===== src/rtl/inst_fetch_ctrl.sv =====
`default_nettype none
// -----------------------------------------------------------------------------
// inst_fetch_ctrl : PC sequencer and fetch/debug arbiter for the ROM port  (rev 1.0)
// -----------------------------------------------------------------------------
module inst_fetch_ctrl #(
  parameter logic [31:0] RESET_PC     = 32'h0000_0000,
  parameter int unsigned STARVE_LIMIT = 4
) (
  input  logic        clock,
  input  logic        reset,
  input  logic        start,
  input  logic        halt_req,
  input  logic        redirect_valid,
  input  logic [31:0] redirect_pc,
  output logic [31:0] rom_addr,
  input  logic [31:0] rom_data,
  output logic        inst_valid,
  input  logic        inst_ready,
  output logic [31:0] inst_data,
  output logic [31:0] inst_pc,
  input  logic        dbg_req,
  input  logic [31:0] dbg_addr,
  output logic        dbg_ack,
  output logic [31:0] dbg_data,
  output logic        halted
);

  typedef enum logic [1:0] {
    S_HALT  = 2'd0,
    S_FETCH = 2'd1,
    S_DBG   = 2'd2
  } state_t;

  localparam logic [31:0] PC_INIT    = {RESET_PC[31:2], 2'b00};
  localparam logic [3:0]  STARVE_MAX = STARVE_LIMIT[3:0];

  state_t      state, state_nxt;
  state_t      ret_state, ret_nxt;
  logic [31:0] pc, pc_nxt;
  logic        valid_nxt;
  logic [31:0] data_nxt, ipc_nxt;
  logic [31:0] dbg_data_q, dbg_data_nxt;
  logic [3:0]  starve_cnt, starve_nxt;
  logic        stalled;
  logic        unused_bits;

  assign unused_bits = ^{dbg_addr[1:0], redirect_pc[1:0]};
  assign stalled     = inst_valid & ~inst_ready;

  always_ff @(posedge clock or negedge reset) begin
    if (!reset) begin
      state      <= S_HALT;
      ret_state  <= S_HALT;
      pc         <= PC_INIT;
      inst_valid <= 1'b0;
      inst_data  <= '0;
      inst_pc    <= '0;
      dbg_data_q <= '0;
      starve_cnt <= '0;
    end else begin
      state      <= state_nxt;
      ret_state  <= ret_nxt;
      pc         <= pc_nxt;
      inst_valid <= valid_nxt;
      inst_data  <= data_nxt;
      inst_pc    <= ipc_nxt;
      dbg_data_q <= dbg_data_nxt;
      starve_cnt <= starve_nxt;
    end
  end

  always_comb begin
    state_nxt    = state;
    ret_nxt      = ret_state;
    pc_nxt       = pc;
    // An accepted handshake always empties the output register unless refilled below.
    valid_nxt    = inst_valid & ~inst_ready;
    data_nxt     = inst_data;
    ipc_nxt      = inst_pc;
    dbg_data_nxt = dbg_data_q;
    starve_nxt   = dbg_req ? starve_cnt : 4'd0;

    case (state)
      S_HALT: begin
        if (dbg_req) begin
          state_nxt = S_DBG;
          ret_nxt   = S_HALT;
        end else if (start) begin
          state_nxt = S_FETCH;
          pc_nxt    = PC_INIT;
          valid_nxt = 1'b0;
        end
      end
      S_FETCH: begin
        if (halt_req) begin
          state_nxt = S_HALT;
          valid_nxt = 1'b0;
        end else if (redirect_valid) begin
          pc_nxt    = {redirect_pc[31:2], 2'b00};
          valid_nxt = 1'b0;
        end else if (dbg_req && (stalled || starve_cnt == STARVE_MAX)) begin
          state_nxt = S_DBG;
          ret_nxt   = S_FETCH;
        end else if (!stalled) begin
          data_nxt  = rom_data;
          ipc_nxt   = pc;
          valid_nxt = 1'b1;
          pc_nxt    = pc + 32'd4;
          if (dbg_req && starve_cnt != STARVE_MAX)
            starve_nxt = starve_cnt + 4'd1;
        end
      end
      S_DBG: begin
        state_nxt    = ret_state;
        dbg_data_nxt = rom_data;
        starve_nxt   = 4'd0;
        if (redirect_valid) begin
          pc_nxt    = {redirect_pc[31:2], 2'b00};
          valid_nxt = 1'b0;
        end
      end
      default: state_nxt = S_HALT;
    endcase
  end

  // Ack and read data are visible in the DBG cycle itself so the requester can drop dbg_req in time.
  assign dbg_ack  = (state == S_DBG);
  assign dbg_data = dbg_ack ? rom_data : dbg_data_q;
  assign rom_addr = dbg_ack ? {dbg_addr[31:2], 2'b00} : pc;
  assign halted   = (state == S_HALT) || (dbg_ack && ret_state == S_HALT);

endmodule
`default_nettype wire


===== config.mk =====
export PLATFORM = sky130hd
export DESIGN_NAME = inst_fetch_ctrl
export DESIGN_NICKNAME = d
export VERILOG_FILES = /design/src/rtl/inst_fetch_ctrl.sv
export SDC_FILE = /design/constraint.sdc
export NUM_CORES = 1
export LEC_CHECK = 0
export ABC_CLOCK_PERIOD_IN_PS = 5400
export BUFFER_PORTS_ARGS = -buffer_cell sky130_fd_sc_hd__buf_4
export CAP_MARGIN = 20
export CORE_UTILIZATION = 25
export CTS_BUF_LIST = sky130_fd_sc_hd__clkbuf_16
export DETAILED_ROUTE_END_ITERATION = 8
export SLEW_MARGIN = 20
export SYNTH_ARGS = -nofsm -noshare
export SYNTH_HDL_FRONTEND = slang
export SYNTH_SLANG_ARGS = --single-unit

===== constraint.sdc =====
create_clock -name clock -period 5.4 [get_ports clock]
set_input_delay 0.27 -clock clock [delete_from_list [all_inputs] [get_ports clock]]
set_output_delay 0.27 -clock clock [all_outputs]
set_load 0.01 [all_outputs]

==> results of run 1 <==
cell type report:
| cell class | instances | area share, % |
|---|---|---|
| Multi-Input combinational cell | 387 | 32.75 |
| Tap cell | 330 | 4.564 |
| Inverter | 14 | 0.5809 |
| Antenna cell | 2 | 0.05533 |
| Sequential cell | 132 | 36.51 |
| Clock buffer | 17 | 4.703 |
| Clock inverter | 15 | 1.757 |
| Timing Repair Buffer | 229 | 19.07 |
repair_timing:
action                                 CTS  global route
gates resized for setup                  0             0
endpoints found under the hold margin   87             0
hold buffers                             1             0
buffers inserted                         0             0
cell usage in the layout, fill, tap and decap left out, types with 3 or more instances in the layout:
cell and count:
o22ai_1 4, a31oi_1 4, clkinvlp_4 4, and3_1 8, nand4_1 6, o31a_1 4, clkbuf_16 17, conb_1 4
o2bb2ai_1 5, ha_1 7, mux2_2 118, a21oi_1 24, clkinv_4 4, nand2_1 36, a32oi_1 5, dfrtp_1 132
nor4_1 4, a21o_1 3, inv_1 16, nor2_1 27, buf_4 227, nor2b_1 5, nand2b_1 6, o21ai_0 50
a22oi_1 8, and2_1 5, o31ai_1 4, nor3_1 7, inv_6 3, nand3_1 15, a2bb2oi_1 3
power by group:
group | switching, mW | internal [mW]
clock | 0.479 | 0.683
sequential | 0.328 | 1.43
combinational | 1.12 | 1.23
worst reg2reg max path, cell delays in order (launching register included):
cell and delay (ns):
dfrtp_1 0.45, inv_1 0.11, ha_1 0.40, nor2b_1 0.60, nand2_1 0.70, nor4b_1 0.50
a21oi_1 0.07, o21ai_0 0.14
stage by stage:
step | total power, mW | area (sq um) | std cells
after floorplan | 2.974 | 6519 | 573
after global placement | 4.115 | 8447 | 1091
after detailed placement | 4.165 | 8447 | 1091
after CTS | 5.352 | 9041 | 1124
after global routing | 5.600 | 9044 | 1125
final | 5.267 | 9046 | 1126
worst max-delay path by stage:
stage / from / end / slack [ns] / cells after the start
3_5_place_dp: state[0] / pc[27] / 2.32 / 8
2_1_floorplan: state[1] / inst_data[0] / 3.36 / 8
4_1_cts: state[0] / pc[18] / 2.32 / 8
3_3_place_gp: state[0] / pc[10] / 2.35 / 8
5_1_grt: state[0] / pc[24] / 2.12 / 8
6_report: state[1] / pc[11] / 2.35 / 7
flip-flops by register name (all words and copies together) (netlist names):
name and flops:
inst_valid 1, dbg_data_q 32, state 2, inst_pc 30, inst_data 32, ret_state 1, pc 30, starve_cnt 4
cell families (layout without fill, tap and decap cells):
group,Yosys count,after routing
other,1,6
buffers and inverters,54,275
AND/OR/NAND/NOR,132,132
flip-flops,132,132
adder cells (fa/ha/maj),8,8
multiplexers,120,120
XOR/XNOR,2,2
AO/OA/AOI/OAI,121,121
per-layer routing:
metal  routed length, um  share of wire [%]
met4                 251                1.3
met2                9450                 49
met3                1051                5.4
met1                8608                 44
met5                   0                  0
==> results.tsv, run 1 <==
metric	value	unit
hold_slack	0.08336	ns
hold_path.class	primary input to register	
register_area	0.003303	sq mm
finalWorstSetupSlack	2.353	ns
dieArea	0.02668	sq mm
synthSimpleGateAreaFrac	11.06	%
cts-root-buf	clkbuf_16	
cp.arrival	3.38	ns
ys_top_cells_by_count	132 x dfrtp_1, 118 x mux2_2, 50 x o21ai_0	
grt_util_all_layers	14.56	%
clock_sinks	132	
antenna_found_initial	2	
global_route.usage.met2	23.61	%
pin_count	234	
yosys.area_share.xor_xnor	0.2692	%
rsz0062_at_grt	no	
synth.area.top_cells	dfrtp_1 51%, mux2_2 20%, o21ai_0 3.8%	
die_h	163.3	um
critical_path_class	register to register	
cts_max_path_buffers	2	
synth.distinct_cells	47	
finalSetupViolCount	0	
clk_pin_slew	0.07	ns
report.final.slew_viol_count	0	
dieWidth	163.3	um
slew_headroom	35.61	%
port_buffers	225	
postLayoutCoreUtil	35.72	%
synthMuxAreaShare	20.73	%
clk_latency	0.42	ns
tightest_slew	0.9659	ns
fp-row-count	58	
min_period	3.047	ns
leakage	4.306	nW
ys_seq_area_share	50.76	%
grt.overflow.total	0	
synth_ff_type	dfrtp_1	
pre_cts_ws	2.318	ns
hold_start	rom_data[18]	
fillers	2573	
synth_most_common_cell	dfrtp_1	
max_stage_delay	0.70	ns
start_util	25.69	%
fin_nets	892	
cp_num_buf_inv	1	
wl_per_cell	17.20	um
syn2layout_area_growth	39.01	%
viasPerCell	4.741	
required	5.74	ns
synth_edf_count	0	
dpl.hpwl	13.65	mm
setup_tns	0	ns
max_clock_freq	328.1	MHz
period_share	56.43	%
grtUsageMet3	3.073	%
coreArea	0.02533	sq mm
skew	0.01145	ns
crit_chain	inv_1 -> ha_1 -> nor2b_1 -> nand2_1 -> nor4b_1 -> a21oi_1 -> o21ai_0	
yosys.area_share.adder	1.538	%
cp-end-kind	register	
htreeDepth	4	
drt_iter0_drc	281	
crit_fanout	25	
postSynth.asyncResetShare	100.0	%
slowest_stage	nand2_1	
synth.avg_cell_area	11.42	sq um
grt_pass1_vias	5077	
busiest_layer	met2	
rr_worst_depth	7	
rrSetupSlack	2.35	ns
postRouteAntennaNets	0	
maxCapViolCount	0	
ys_warn_count	0	
peakVddDrop	0.2090	mV
ys_ff_latch	132	
grt_start_max_net_pins	89	
layout-drive-gt1-share	48.11	%
synthCells	570	
synth_top_family_by_area	multiplexers	
route.detailed.drc	0	
r2r-end	pc[11]	
drtPass1Iterations	5	
grt_pass1_wl	29.38	mm
finalHoldViolations	0	
status	complete, no violations	
drt-total-wl	19.36	mm
synth_compound_area_share	11.46	%
met1_usage	18.93	%
tritoncts	yes	
r2r_start	state[1]	
startpoint_type	register	
vias	5338	
gp_congestion	0.7613	
powerDensity	582.3	mW/mm^2
synth_top_area_cell	dfrtp_1	
cp_top_family	simple AND/OR/NAND/NOR gates	
hold_depth	2	
synth_top_area_share	50.76	%
syn-cell-area	0.006507	sq mm
worst_hold_path.endpoint	inst_data[18]	
numCtsBuffers	17	
multi_input_area	0.002963	sq mm
Note: power is estimated with default switching activity, not from simulation.
==> inputs of run 2 (changes only) <==
Settings changed: ABC_AREA from default to 1, ABC_CLOCK_PERIOD_IN_PS 5400 to 2700.
Clock period 5.4 ns to 2.7 ns, I/O delays scaled along.
==> run 2 against run 1 <==
The flow now finishes with violations (design-rule violations). Synthesized area increased by 2.4%. Non-clock buffer count rose by 30. Flip-flop and latch count stayed put. Register-to-register slack worse by 1.9 ns. First-iteration DRC count increased by 49%. Combinational power up 95%. Critical path type is now register to output pin. Largest power group unchanged.
==> results.tsv, run 2 <==
metric	value	unit	change
port_buffers	225		unchanged
rsz0062_at_grt	no		
layout-drive-gt1-share	27.19	%	-21 points
cts_max_path_buffers	2		unchanged
cp.arrival	2.16	ns	-1.22 ns
antennaDiodeCount	0		-2
tightest_slew	0.7340	ns	-0.2320 ns
min_period	2.292	ns	
crit_fanout	66		+160%
multi_input_area	0.002806	sq mm	-5.3%
synth_top_area_share	49.57	%	-1.2 points
clock_sinks	132		unchanged
grt_util_all_layers	14.26	%	-0.29 points
route.detailed.drc	42		+42
synthMuxAreaShare	0	%	-21 points
start_util	25.50	%	-0.19 points
postCtsSetupRepairBufs	0		unchanged
finalHoldViolations	0		unchanged
synth.avg_cell_area	7.803	sq um	-32%
finalSetupViolCount	0		unchanged
slowest_stage	buf_4		
synth.area.top_cells	dfrtp_1 50%, nand2_1 17%, o21ai_0 11%		
yosys.area_share.xor_xnor	0.2629	%	-0.0063 points
antenna_found_initial	0		-2
synth_top_area_cell	dfrtp_1		
maxUsedRoutingLayer	met4		
skew	0.01091	ns	-0.0005436 ns
wl_per_cell	13.57	um	-21%
cp.depth	6		-1
clk_pin_slew	0.06	ns	about the same
slew_headroom	50.95	%	+15 points
startpoint_type	register		
drt_iter0_drc	420		+49%
grt_start_max_net_pins	77		-13%
coreArea	0.02613	sq mm	+3.2%
ys_ff_latch	132		unchanged
rr_worst_depth	9		+2
status	complete, but fails checks		
synthCells	854		+50%
drtPass1Iterations	7		+2
report.final.slew_viol_count	0		unchanged
grt_pass1_wl	30.20	mm	+2.8%
fin_nets	1205		+35%
r2r_start	state[0]		
synth.distinct_cells	35		-26%
yosys.area_share.adder	1.502	%	-0.036 points
grt_pass1_vias	5886		+16%
cts-root-buf	clkbuf_16		
ys_top_cells_by_count	303 x nand2_1, 152 x o21ai_0, 132 x dfrtp_1		
failed_checks	design-rule violations		
hold_slack	0.01804	ns	-0.06532 ns
synth_compound_area_share	15.26	%	+3.8 points
crit_chain	inv_1 -> ha_2 -> inv_2 -> buf_4 -> o21ai_0 -> buf_4		
gp_congestion	0.7677		+0.84%
final_cell_mix	303 x nand2_1, 230 x buf_4, 152 x o21ai_0		
design_area	0.009515	sq mm	+5.2%
dpl.hpwl	14.14	mm	+3.6%
vias	6248		+17%
powerDensity	1077	mW/mm^2	+85%
hold_path.class	primary input to register		
fillers	2735		+6.3%
syn2layout_area_growth	42.79	%	
syn-cell-area	0.006664	sq mm	+2.4%
rrSetupSlack	0.45	ns	-1.90 ns
cp-end-kind	output pin		
cp_num_buf_inv	4		+3
fp-row-count	59		+1.7%
required	2.57	ns	-3.17 ns
pin_count	234		unchanged
dieArea	0.02731	sq mm	+2.4%
tritoncts	yes		
ys_warn_count	0		unchanged
ys_seq_area_share	49.57	%	-1.2 points
die_h	165.3	um	+1.2%
layout_commonest_cell	nand2_1		
period_share	84.91	%	
synthSimpleGateAreaFrac	24.82	%	+14 points
leakage	4.716	nW	+9.5%
synth_ff_type	dfrtp_1		
viasPerCell	4.333		-8.6%
synth_top_family_by_area	simple AND/OR/NAND/NOR gates		
startpoint	state[0]		
synth_edf_count	0		unchanged
setup_tns	0	ns	unchanged
dieWidth	165.3	um	+1.2%
synth_most_common_cell	nand2_1		
max_clock_freq	436.2	MHz	
ctsResizeCount	0		unchanged
postSynth.asyncResetShare	100.0	%	unchanged
postRouteAntennaNets	0		unchanged
placed_cell_area	0.008637	sq mm	+2.3%
numCtsBuffers	17		unchanged
htreeDepth	4		unchanged
wl_met2	9.322	mm	-1.4%
r2r-end	pc[25]		
peakVddDrop	0.3583	mV	+71%
max_stage_delay	0.48	ns	-0.22 ns
power	10.25	mW	+95%
clk_latency	0.42	ns	about the same
grt.overflow.total	0		unchanged
dr_wl_met3	1.437	mm	+37%
reg_top3	dbg_data_q x32, inst_data x32		
critical_path_class	register to output pin		
met1_length	8.622	mm	+0.16%
register_area	0.003303	sq mm	unchanged
worstSetupEndpoint	dbg_data[29]		
cp_top_family	buffers and inverters		
drt-total-wl	19.56	mm	+1.0%
path_common_cell	buf_4		
maxCapViolCount	0		unchanged
==> run 2: changes by cell type after synthesis, sizes merged, moves of 8 or more <==
cell	previous run	this run
nand2	36	307
inv	14	88
mux2	118	0
and3	8	0
nor2	27	39
o21ai	50	173
nand3	15	30
a22oi	8	0
a21oi	24	12
==> run 2: how the worst min path moves through the flow <==
| stage | cells after the start | endpoint | from | slack [ns] |
|---|---|---|---|---|
| 6_report | 5 | pc[28] | redirect_pc[28] | 0.02 |
| 3_5_place_dp | 1 | dbg_data_q[24] | reset | 0.15 |
| 3_3_place_gp | 1 | dbg_data_q[5] | reset | 0.14 |
| 5_1_grt | 5 | pc[27] | redirect_pc[27] | 0.02 |
| 4_1_cts | 5 | pc[8] | redirect_pc[8] | 0.0002 |
| 2_1_floorplan | 0 | dbg_data_q[0] | reset | -0.16 |
==> run 2: area by class of cell <==
type                       count  area share (%)
clock buffer                  17           4.471
clock inverter                15           2.025
inverter                      88           3.471
multi-input combinational    596           29.49
sequential                   132           34.71
tap                          335           4.405
timing repair buffer         259           21.42
==> run 2: through the flow <==
step                cells  worst slack [ns]  util [%]
floorplan             857            0.9610         -
detailed placement   1384            0.3877     33.05
global placement     1384            0.4460     33.05
finish               1442            0.4075     36.41
global route         1442            0.2047     36.41
CTS                  1442            0.3616     36.41
==> run 2: worst register-to-register path, stage by stage, from the launching register on <==
cell	delay, ns
dfrtp_1	0.40
inv_1	0.09
ha_1	0.24
inv_1	0.10
o22ai_1	0.12
nor3_2	0.18
nand2_4	0.19
nor2_4	0.61
nand2_1	0.17
o21ai_2	0.08
==> run 2: kinds of logic after synthesis <==
family / after synthesis
buffers and inverters: 129
DFF: 132
AOI/OAI and AO/OA: 192
adders and majority gates: 8
other: 1
and+or+nand+nor: 390
xor gates and xnor gates: 2
==> run 2: report_power, final <==
| part | internal [mW] | switching, mW | leakage, nW |
|---|---|---|---|
| Combinational | 1.90 | 2.68 | 2.69 |
| Clock | 1.48 | 0.974 | 0.301 |
| Sequential | 2.76 | 0.460 | 1.73 |
| Total | 6.14 | 4.11 | 4.72 |
==> run 2: routing by layer <==
layer | global-route usage (%) | vias to the layer above
met4 | 3.461 | 0
met5 | 0 | -
met2 | 24.32 | 176
li1 | - | 3209
met3 | 4.046 | 17
met1 | 17.61 | 2846
==> run 2: what timing repair did <==
item / in CTS / in global routing
hold endpoints to repair: 78 / 0
hold buffers: 26 / 0
setup endpoints to repair: 0 / 0
